## src/rtl/datapath_gray2rgb_pkg.sv

```systemverilog
// Shared types and constants for the gray-to-RGB byte serializer.
// Define DATAPATH_GRAY2RGB_PSEUDOCOLOR_EN to build the pseudocolour mapping instead of plain gray.
package datapath_gray2rgb_pkg;

   typedef enum logic [1:0] {
      ST_IDLE   = 2'd0,
      ST_EMIT_R = 2'd1,
      ST_EMIT_G = 2'd2,
      ST_EMIT_B = 2'd3
   } state_t;

   // FIFO entry layout is {gray[7:0], sof}
   localparam int ENTRY_W = 9;

   localparam logic [1:0] IDX_R = 2'd0;
   localparam logic [1:0] IDX_G = 2'd1;
   localparam logic [1:0] IDX_B = 2'd2;

   function automatic logic [7:0] color_byte(input logic [7:0] g, input logic [1:0] idx);
      logic [7:0] c;
`ifdef DATAPATH_GRAY2RGB_PSEUDOCOLOR_EN
      case (idx)
         IDX_R:   c = g[7] ? 8'hFF : {g[6:0], 1'b0};
         IDX_G:   c = g;
         default: c = ~g;
      endcase
`else
      c = g;
      if (idx == 2'd3) c = 8'h00;
`endif
      return c;
   endfunction

endpackage

```

## src/rtl/datapath_gray2rgb_stream_fifo.sv

```systemverilog
// Small synchronous FIFO with combinational read of the head entry.
// Depth must be a power of two so the pointers wrap naturally.
module stream_fifo #(
   parameter int WIDTH = 9,
   parameter int DEPTH = 2
) (
   input  logic             clk,
   input  logic             rst,
   input  logic             push,
   input  logic             pop,
   input  logic [WIDTH-1:0] din,
   output logic [WIDTH-1:0] dout,
   output logic             full,
   output logic             empty
);

   localparam int AW = (DEPTH > 1) ? $clog2(DEPTH) : 1;
   localparam logic [AW:0] FULL_CNT = (AW+1)'(DEPTH);

   logic [WIDTH-1:0] mem [DEPTH];
   logic [AW-1:0]    wr_ptr;
   logic [AW-1:0]    rd_ptr;
   logic [AW:0]      count;
   logic             do_push;
   logic             do_pop;

   assign do_push = push && !full;
   assign do_pop  = pop && !empty;
   assign full    = (count == FULL_CNT);
   assign empty   = (count == '0);
   assign dout    = mem[rd_ptr];

   always_ff @(posedge clk) begin
      if (!rst) begin
         wr_ptr <= '0;
         rd_ptr <= '0;
         count  <= '0;
      end else begin
         if (do_push) wr_ptr <= wr_ptr + 1'b1;
         if (do_pop)  rd_ptr <= rd_ptr + 1'b1;
         case ({do_push, do_pop})
            2'b10:   count <= count + 1'b1;
            2'b01:   count <= count - 1'b1;
            default: count <= count;
         endcase
      end
   end

   // Storage carries no reset; only the pointers define what is valid.
   always_ff @(posedge clk) begin
      if (do_push) mem[wr_ptr] <= din;
   end

endmodule

```

## src/rtl/datapath_gray2rgb.sv

```systemverilog
// Gray pixel in, three colour bytes (R, G, B) out, valid/busy handshakes on both sides.
// Define DATAPATH_GRAY2RGB_PSEUDOCOLOR_EN to select the pseudocolour mapping.
module datapath_gray2rgb
   import datapath_gray2rgb_pkg::*;
#(
   parameter int C_FIFO_DEPTH = 2
) (
   input  logic       i_clk,
   input  logic       i_rst,
   input  logic [7:0] data_in,
   input  logic       valid_in,
   input  logic       sof_in,
   output logic       busy_out,
   output logic [7:0] data_out,
   output logic       valid_out,
   output logic       sof_out,
   input  logic       busy_in,
   output logic [1:0] dbg_state
);

   // Handshake: a beat moves on a rising edge when the source's valid is high and the
   // sink's busy is low; while valid is high and busy is high, the source holds everything.

   state_t               state;
   state_t               state_nxt;
   logic [7:0]           pix_q;
   logic [7:0]           pix_nxt;
   logic [7:0]           data_nxt;
   logic                 valid_nxt;
   logic                 sof_nxt;
   logic                 fifo_pop;
   logic                 fifo_full;
   logic                 fifo_empty;
   logic [ENTRY_W-1:0]   fifo_dout;
   logic [7:0]           head_g;
   logic                 head_sof;
   logic                 xfer;

   assign busy_out  = fifo_full;
   assign xfer      = valid_out && !busy_in;
   assign head_g    = fifo_dout[ENTRY_W-1:1];
   assign head_sof  = fifo_dout[0];
   assign dbg_state = state;

   stream_fifo #(
      .WIDTH (ENTRY_W),
      .DEPTH (C_FIFO_DEPTH)
   ) u_fifo (
      .clk   (i_clk),
      .rst   (i_rst),
      .push  (valid_in && !fifo_full),
      .pop   (fifo_pop),
      .din   ({data_in, sof_in}),
      .dout  (fifo_dout),
      .full  (fifo_full),
      .empty (fifo_empty)
   );

   always_ff @(posedge i_clk) begin
      if (!i_rst) begin
         state     <= ST_IDLE;
         pix_q     <= 8'h00;
         data_out  <= 8'h00;
         valid_out <= 1'b0;
         sof_out   <= 1'b0;
      end else begin
         state     <= state_nxt;
         pix_q     <= pix_nxt;
         data_out  <= data_nxt;
         valid_out <= valid_nxt;
         sof_out   <= sof_nxt;
      end
   end

   always_comb begin
      state_nxt = state;
      pix_nxt   = pix_q;
      data_nxt  = data_out;
      valid_nxt = valid_out;
      sof_nxt   = sof_out;
      fifo_pop  = 1'b0;
      case (state)
         ST_IDLE: begin
            if (!fifo_empty) begin
               fifo_pop  = 1'b1;
               pix_nxt   = head_g;
               state_nxt = ST_EMIT_R;
               data_nxt  = color_byte(head_g, IDX_R);
               sof_nxt   = head_sof;
               valid_nxt = 1'b1;
            end
         end
         ST_EMIT_R: begin
            if (xfer) begin
               state_nxt = ST_EMIT_G;
               data_nxt  = color_byte(pix_q, IDX_G);
               sof_nxt   = 1'b0;
            end
         end
         ST_EMIT_G: begin
            if (xfer) begin
               state_nxt = ST_EMIT_B;
               data_nxt  = color_byte(pix_q, IDX_B);
               sof_nxt   = 1'b0;
            end
         end
         ST_EMIT_B: begin
            // Chain straight into the next pixel so a busy-free stream has no bubble.
            if (xfer) begin
               if (!fifo_empty) begin
                  fifo_pop  = 1'b1;
                  pix_nxt   = head_g;
                  state_nxt = ST_EMIT_R;
                  data_nxt  = color_byte(head_g, IDX_R);
                  sof_nxt   = head_sof;
                  valid_nxt = 1'b1;
               end else begin
                  state_nxt = ST_IDLE;
                  data_nxt  = 8'h00;
                  sof_nxt   = 1'b0;
                  valid_nxt = 1'b0;
               end
            end
         end
         default: begin
            state_nxt = ST_IDLE;
            valid_nxt = 1'b0;
            sof_nxt   = 1'b0;
            data_nxt  = 8'h00;
         end
      endcase
   end

endmodule

```

## config.mk

```make
export PLATFORM = sky130hd
export DESIGN_NAME = datapath_gray2rgb
export DESIGN_NICKNAME = d
export VERILOG_FILES = /design/src/rtl/datapath_gray2rgb_pkg.sv /design/src/rtl/datapath_gray2rgb_stream_fifo.sv /design/src/rtl/datapath_gray2rgb.sv
export SDC_FILE = /design/constraint.sdc
export NUM_CORES = 1
export LEC_CHECK = 0
export BUFFER_PORTS_ARGS = -buffer_cell sky130_fd_sc_hd__buf_2
export CORE_AREA = 2 2 66 68
export CTS_CLUSTER_SIZE = 10
export DETAILED_ROUTE_END_ITERATION = 10
export DIE_AREA = 0 0 68 70
export PLACE_DENSITY = 0.77
export SYNTH_ARGS = -nofsm -noshare
export SYNTH_HDL_FRONTEND = slang
export SYNTH_HIERARCHICAL = 1
export SYNTH_SLANG_ARGS = --single-unit
```

## constraint.sdc

```tcl
create_clock -name i_clk -period 2.6 [get_ports i_clk]
set_input_delay 0.26 -clock i_clk [delete_from_list [all_inputs] [get_ports i_clk]]
set_output_delay 0.26 -clock i_clk [all_outputs]
set_load 0.02 [all_outputs]
```

After elaboration in Yosys (flattened, before gate mapping)
Memory sizes are Yosys's and may differ from the RTL's. A register that Yosys moved wholly into a read port is not among the register bits.
Index checks and enable logic that the tools add are counted.
- flip-flop bits (word level): 24
- memory bits (writable): 18
- input bits: 13
- word-level logic and storage cells: 70
- memories kept: 1
- memories (name ; depth ; width ; read ports ; clocked after Yosys merged registers in ; wr ports ; line ; RTL):
    u_fifo.mem ; 2 ; 9 ; 1 ; 1 ; 1 ; datapath_gray2rgb_stream_fifo.sv:20 ; logic [WIDTH-1:0] mem [DEPTH];
- $add $sub $neg: 4
- equality and inequality tests: 11
- mux-type cells: 30
- reduce and logical (&&, ||, !) cells: 16
- operators by type and width (operator ; count):
    two-way mux 8 bit ; 6
    one-hot mux 8 bit (3 select lines) ; 1
    one-hot mux 8 bit (2 select lines) ; 1
    two-way mux 1 bit ; 13
    == test 2 bit, second input constant ; 4
    two-way mux 2 bit ; 4
    != test 2 bit, second input constant ; 4
    one-hot mux 2 bit (4 select lines) ; 1
    AND reduction 3 bit ; 2
    == test 2 x 1 -> 1 bit, second input constant ; 2
    logical AND 1 bit ; 4
    zero test 2 bit ; 2
    one-hot mux 1 bit (2 select lines) ; 2
    one-hot mux 2 bit (2 select lines) ; 1
    AND reduction 4 bit ; 1
    nonzero test 2 bit ; 2
    zero test 1 bit ; 3
    one-hot mux 1 bit (3 select lines) ; 1
    adder 1 bit, second input constant ; 2
    adder 2 x 1 -> 2 bit, second input constant ; 1
    != test 2 x 1 -> 1 bit, second input constant ; 1
    AND reduction 2 bit ; 1
    OR reduction 2 bit ; 1
    subtractor 2 x 1 -> 2 bit, second input constant ; 1

Logic depth before layout (Yosys ltp)
- word-level depth: 7
- depth in mapped cells: 9

Modules after synthesis
Netlist, hierarchy kept.
- by module, submodules not included (module ; times used ; cells each ; area an instance (sq um)):
    datapath_gray2rgb ; 1 ; 102 ; 958.4
    stream_fifo ; 1 ; 54 ; 883.3

Least setup slack after synthesis
No wires, ideal clock.
- path kind: register to register
- from: reg state[0] (netlist: dbg_state[0])
- to: reg u_fifo.count[1]
- data arrival time: 2.110 ns
- data required time: 2.530 ns
- setup slack: 0.420 ns
- cell stages (with the launch flop): 8
- buffers on the path: 0
- clock period less this slack: 2.180 ns
- path through: dfxtp_1 inv_1 ha_1 nor3_1 o21a_1 ha_1 or3_1 a21boi_1
- longest elaborated chain between the ends: 5
- elaborated cells on any way between the ends: 8
- RTL lines (element ; line ; RTL):
    start, declared ; datapath_gray2rgb.sv:24 ; state_t state;
    start signal, assigned ; datapath_gray2rgb.sv:67 ; state <= state_nxt;
    == test 2 bit or zero test 2 bit (tied branches) ; datapath_gray2rgb.sv:82 ; case (state)
    one-hot mux 1 bit (2 select lines) (*) ; datapath_gray2rgb.sv:82 ;
    via fifo_pop ; datapath_gray2rgb.sv:31 ; logic fifo_pop;
    logical AND 1 bit (*) ; datapath_gray2rgb_stream_fifo.sv:28 ; assign do_pop = pop && !empty;
    via u_fifo.do_pop ; datapath_gray2rgb_stream_fifo.sv:25 ; logic do_pop;
    == test 2 x 1 -> 1 bit or == test 2 bit (tied branches) ; datapath_gray2rgb_stream_fifo.sv:41 ; case ({do_push, do_pop})
    one-hot mux 2 bit (2 select lines) or nonzero test 2 bit (tied branches) ; n/a ;
    end signal, assigned ; datapath_gray2rgb_stream_fifo.sv:42 ; 2'b10: count <= count + 1'b1;
    end signal, assigned ; datapath_gray2rgb_stream_fifo.sv:43 ; 2'b01: count <= count - 1'b1;
    end signal, assigned ; datapath_gray2rgb_stream_fifo.sv:44 ; default: count <= count;
    end, declared ; datapath_gray2rgb_stream_fifo.sv:23 ; logic [AW:0] count;
The timed path passes the listed nets; every way through them passes the cells marked *.
A chain may end at the register's enable or synchronous reset.

Final worst setup path
Same ends and word-level chain as after synthesis.

==> results.md <==
- Hold_sp: data_in[5]
- Drc violations: 0
- Hold Violations, Final: 0
- Crit path time final: 2.15 ns
- H-tree lvl count: 2
- Leak: 0.821 nW
- Hold-fix buffers at CTS: 0
- Final Wtd Congestion: 0.806
- Setup Fix Bufs, Post-CTS: 0
- Worst Hold Path Cells: 1
- Count of cell types in the netlist: 35
- Crit end category: flip-flop
- Clk_lat worst skew: 0.30 ns
- Total Neg Setup Slack: 0 ns
- Clock tree buffer depth: 2
- Hold endpoint: u_fifo/mem[1][6]
- Crit Reg-Reg Endpoint: u_fifo/count[1]
- Post-Syn Area: 1840 um^2
- Worst reg2reg path depth: 7
- Largest net degree at the start of global routing: 27
- Max Cap Viol: 0
- # fillers: 386
- Actual slew at the worst max-slew pin: 0.714 ns
- # setup viols final: 0
- Slew HR: 52.3%
- Iteration-0 DRC Markers: 57
- Total gr overflow: 0
- Achievable Freq: 465 MHz
- Delay-heaviest family, CP: adder cells
- Reg2reg start: dbg_state[0]
- Worst EP required: 2.83 ns
- Max stage delay on crit path: 0.44 ns
- Yosys reg bits: 43
- Cts repair resizes: 0
- Top cells by area, synth: edfxtp_1 (29%), dfxtp_1 (27%), mux2_2 (5.5%), mux2i_1 (4.9%), ha_1 (4.8%)
- Vias in the first global route: 1254
- Final Skew: 0.00593 ns
- Share of cells above drive strength 1: 24.3%
- Clock Sink Count: 43
- Clk network pwr share: 15.2%
- Syn-to-layout area delta: 14.1%
- Port bufs: 25
- Vias per cell: 5.29
- Arrival @ worst endpoint: 2.38 ns
- Net Sw Power: 0.00106 W
- Sw frac: 40.0%
- Fin nets: 204
- # rows: 24
- Status: finished, final reports clean
- Post-synth top area share: 29.3%
- DRT Wirelength: 3.41 mm
- Cell Int Power: 0.00159 W
- Synthesized net count: 176
- Core area: 4140 um^2
- Sequential fraction of design power: 39.1%
- Clk root buf: clkbuf_8
- I/O pins: 26
- Die H: 70 um
- Antenna Cells: 0
- Clk slew on worst S/H paths: 0.07 ns
- WP buf/inv: 1
- Combinational group share of total power: 45.7%
- Final period utilization: 82.7%
- FF/Latch Area: 1040 um^2
- Initial antenna violation count: 0
- Global-route wire length before repair: 5.67 mm
- Max stage delay cell, worst path: dfxtp_1
- Footprint of the multi-input gates: 758 um^2
- Largest area contributor in the netlist: edfxtp_1
- Sequential area share after synthesis: 56.5%
- Die Footprint: 4760 um^2
- Crit Path Category: flip-flop to flip-flop
- Synth warn: 6
- Placed cell area: 2020 um^2
- Dpl ws: 0.439 ns
- CP startpoint kind: flip-flop
- Final HPWL DP: 2.31 mm
- Initial Util: 44.4%
- Final worst slack: 0.449 ns
- All-layer global routing usage: 16.4%
- RSZ-0062 raised after global routing: false
- Crit-path cells: inv_1 -> ha_1 -> nor3_1 -> o21a_1 -> ha_1 -> or3_1 -> a21boi_1
- Syn_area_per_cell: 11.8 um^2
- Post-route ant nets: 0
- Vias: 1254
- Most used cell, CP: ha_1
- Initial DRT Pass Iterations: 4
- WL per Instance: 14.4 um
- Reg2Reg Setup Slack: 0.45 ns
- Gate Count Post-Synth: 156
- Worst vdd rail ir drop: 0.502 mV
- Hold/Removal Path Class: primary input to flip-flop
- CP max FO: 7
- Pwr dens: 1260 nW/um^2
- Final Max Slew Viols: 0
- CTS tree: built
- Total CTS buffers: 5
- Die Wd: 68 um
- Design Area, Final: 2100 um^2
[through the flow]
stage / util (%) / instances / total power, W / hold slack [ns]
floorplan: - / 156 / 0.00194 / 0.359
global placement: 48.7 / 229 / 0.00223 / 0.450
detailed placement: 48.7 / 229 / 0.00227 / 0.452
CTS: 50.7 / 237 / 0.00268 / 0.142
global route: 50.7 / 237 / 0.00286 / 0.139
finish: 50.7 / 237 / 0.00265 / 0.152
[how the worst max path moves through the flow]
stage / startpoint / endpoint / cells past startpoint
floorplan: dbg_state[0] / u_fifo/count[1] / 7
global placement: dbg_state[0] / u_fifo/count[1] / 7
detailed placement: dbg_state[0] / u_fifo/count[1] / 7
CTS: dbg_state[0] / u_fifo/count[1] / 7
global route: dbg_state[0] / u_fifo/count[1] / 7
finish: dbg_state[0] / u_fifo/count[1] / 7
[layout make-up]
type                    instances  area share (%)
clock buffers                   7            3.63
clock inverters                 1           0.238
inverters                       6            1.07
multi-input cells             102            36.1
flip-flops and latches         43            49.6
well taps                      52            3.10
repair buffers                 26            6.31
[synth_stat cells, drive strengths merged]
cell and number:
dfxtp 25, edfxtp 18, o21ai 13, nor2b 12, nor2 11, mux2 9
mux2i 9, a221oi 8, ha 7, nand2 7, inv 6, a21boi 3
clkbuf 3, xnor2 3, buf 2, nand2b 2, nand3 2, nor3 2
o21a 2, or3 2, a211oi 1, a21oi 1, a31oi 1, and2 1
and2b 1, and3 1, o21bai 1, o22ai 1, o311a 1, o31ai 1
[power groups by stage]
stage	sequential, W	clock, W	combinational, W
finish	0.00104	0.000402	0.00121
global route	0.00106	0.000447	0.00135
CTS	0.00104	0.000415	0.00122
detailed placement	0.00105	0	0.00122
global placement	0.00104	0	0.00119
floorplan	0.00110	0	0.000836
[logic make-up (layout without fill, tap and decap cells)]
logic type                 count (synthesis)  count (layout)  share of synthesized area (%)
DFF                                       43              43                           56.5
muxes                                     18              18                           10.4
AOI/OAI and AO/OA                         33              33                           12.8
and+or+nand+nor                           41              41                           11.8
adders and majority gates                  7               7                           4.76
buffers and inverters                     11              40                           2.31
xor gates and xnor gates                   3               3                           1.43
[layer usage]
layer / GRT usage, % / routed length (um) / vias up
met5: 0 / 0 / -
met4: 6.67 / 48 / 0
met3: 5.80 / 163 / 5
met2: 25.4 / 1640 / 29
met1: 20.5 / 1560 / 604
li1: - / - / 616
[registers in the layout, summed over array words and instances, names as in the netlist, named ones only]
register       cells
valid_out          1
data_out           8
u_fifo/count       2
u_fifo/mem        18
u_fifo/wr_ptr      1
sof_out            1
dbg_state          2
pix_q              8
u_fifo/rd_ptr      1
[placed cells by master, fill, tap and decap left out, types with 3 or more instances in the layout]
cell,instances
edfxtp_1,18
clkbuf_8,5
o21ai_0,12
mux2i_1,9
buf_2,25
a221oi_1,8
inv_1,5
xnor2_1,3
mux2_2,9
nand2_1,7
nor2_1,11
nor2b_1,12
dfxtp_1,25
ha_1,7
Note: power is estimated with default switching activity, not from simulation.
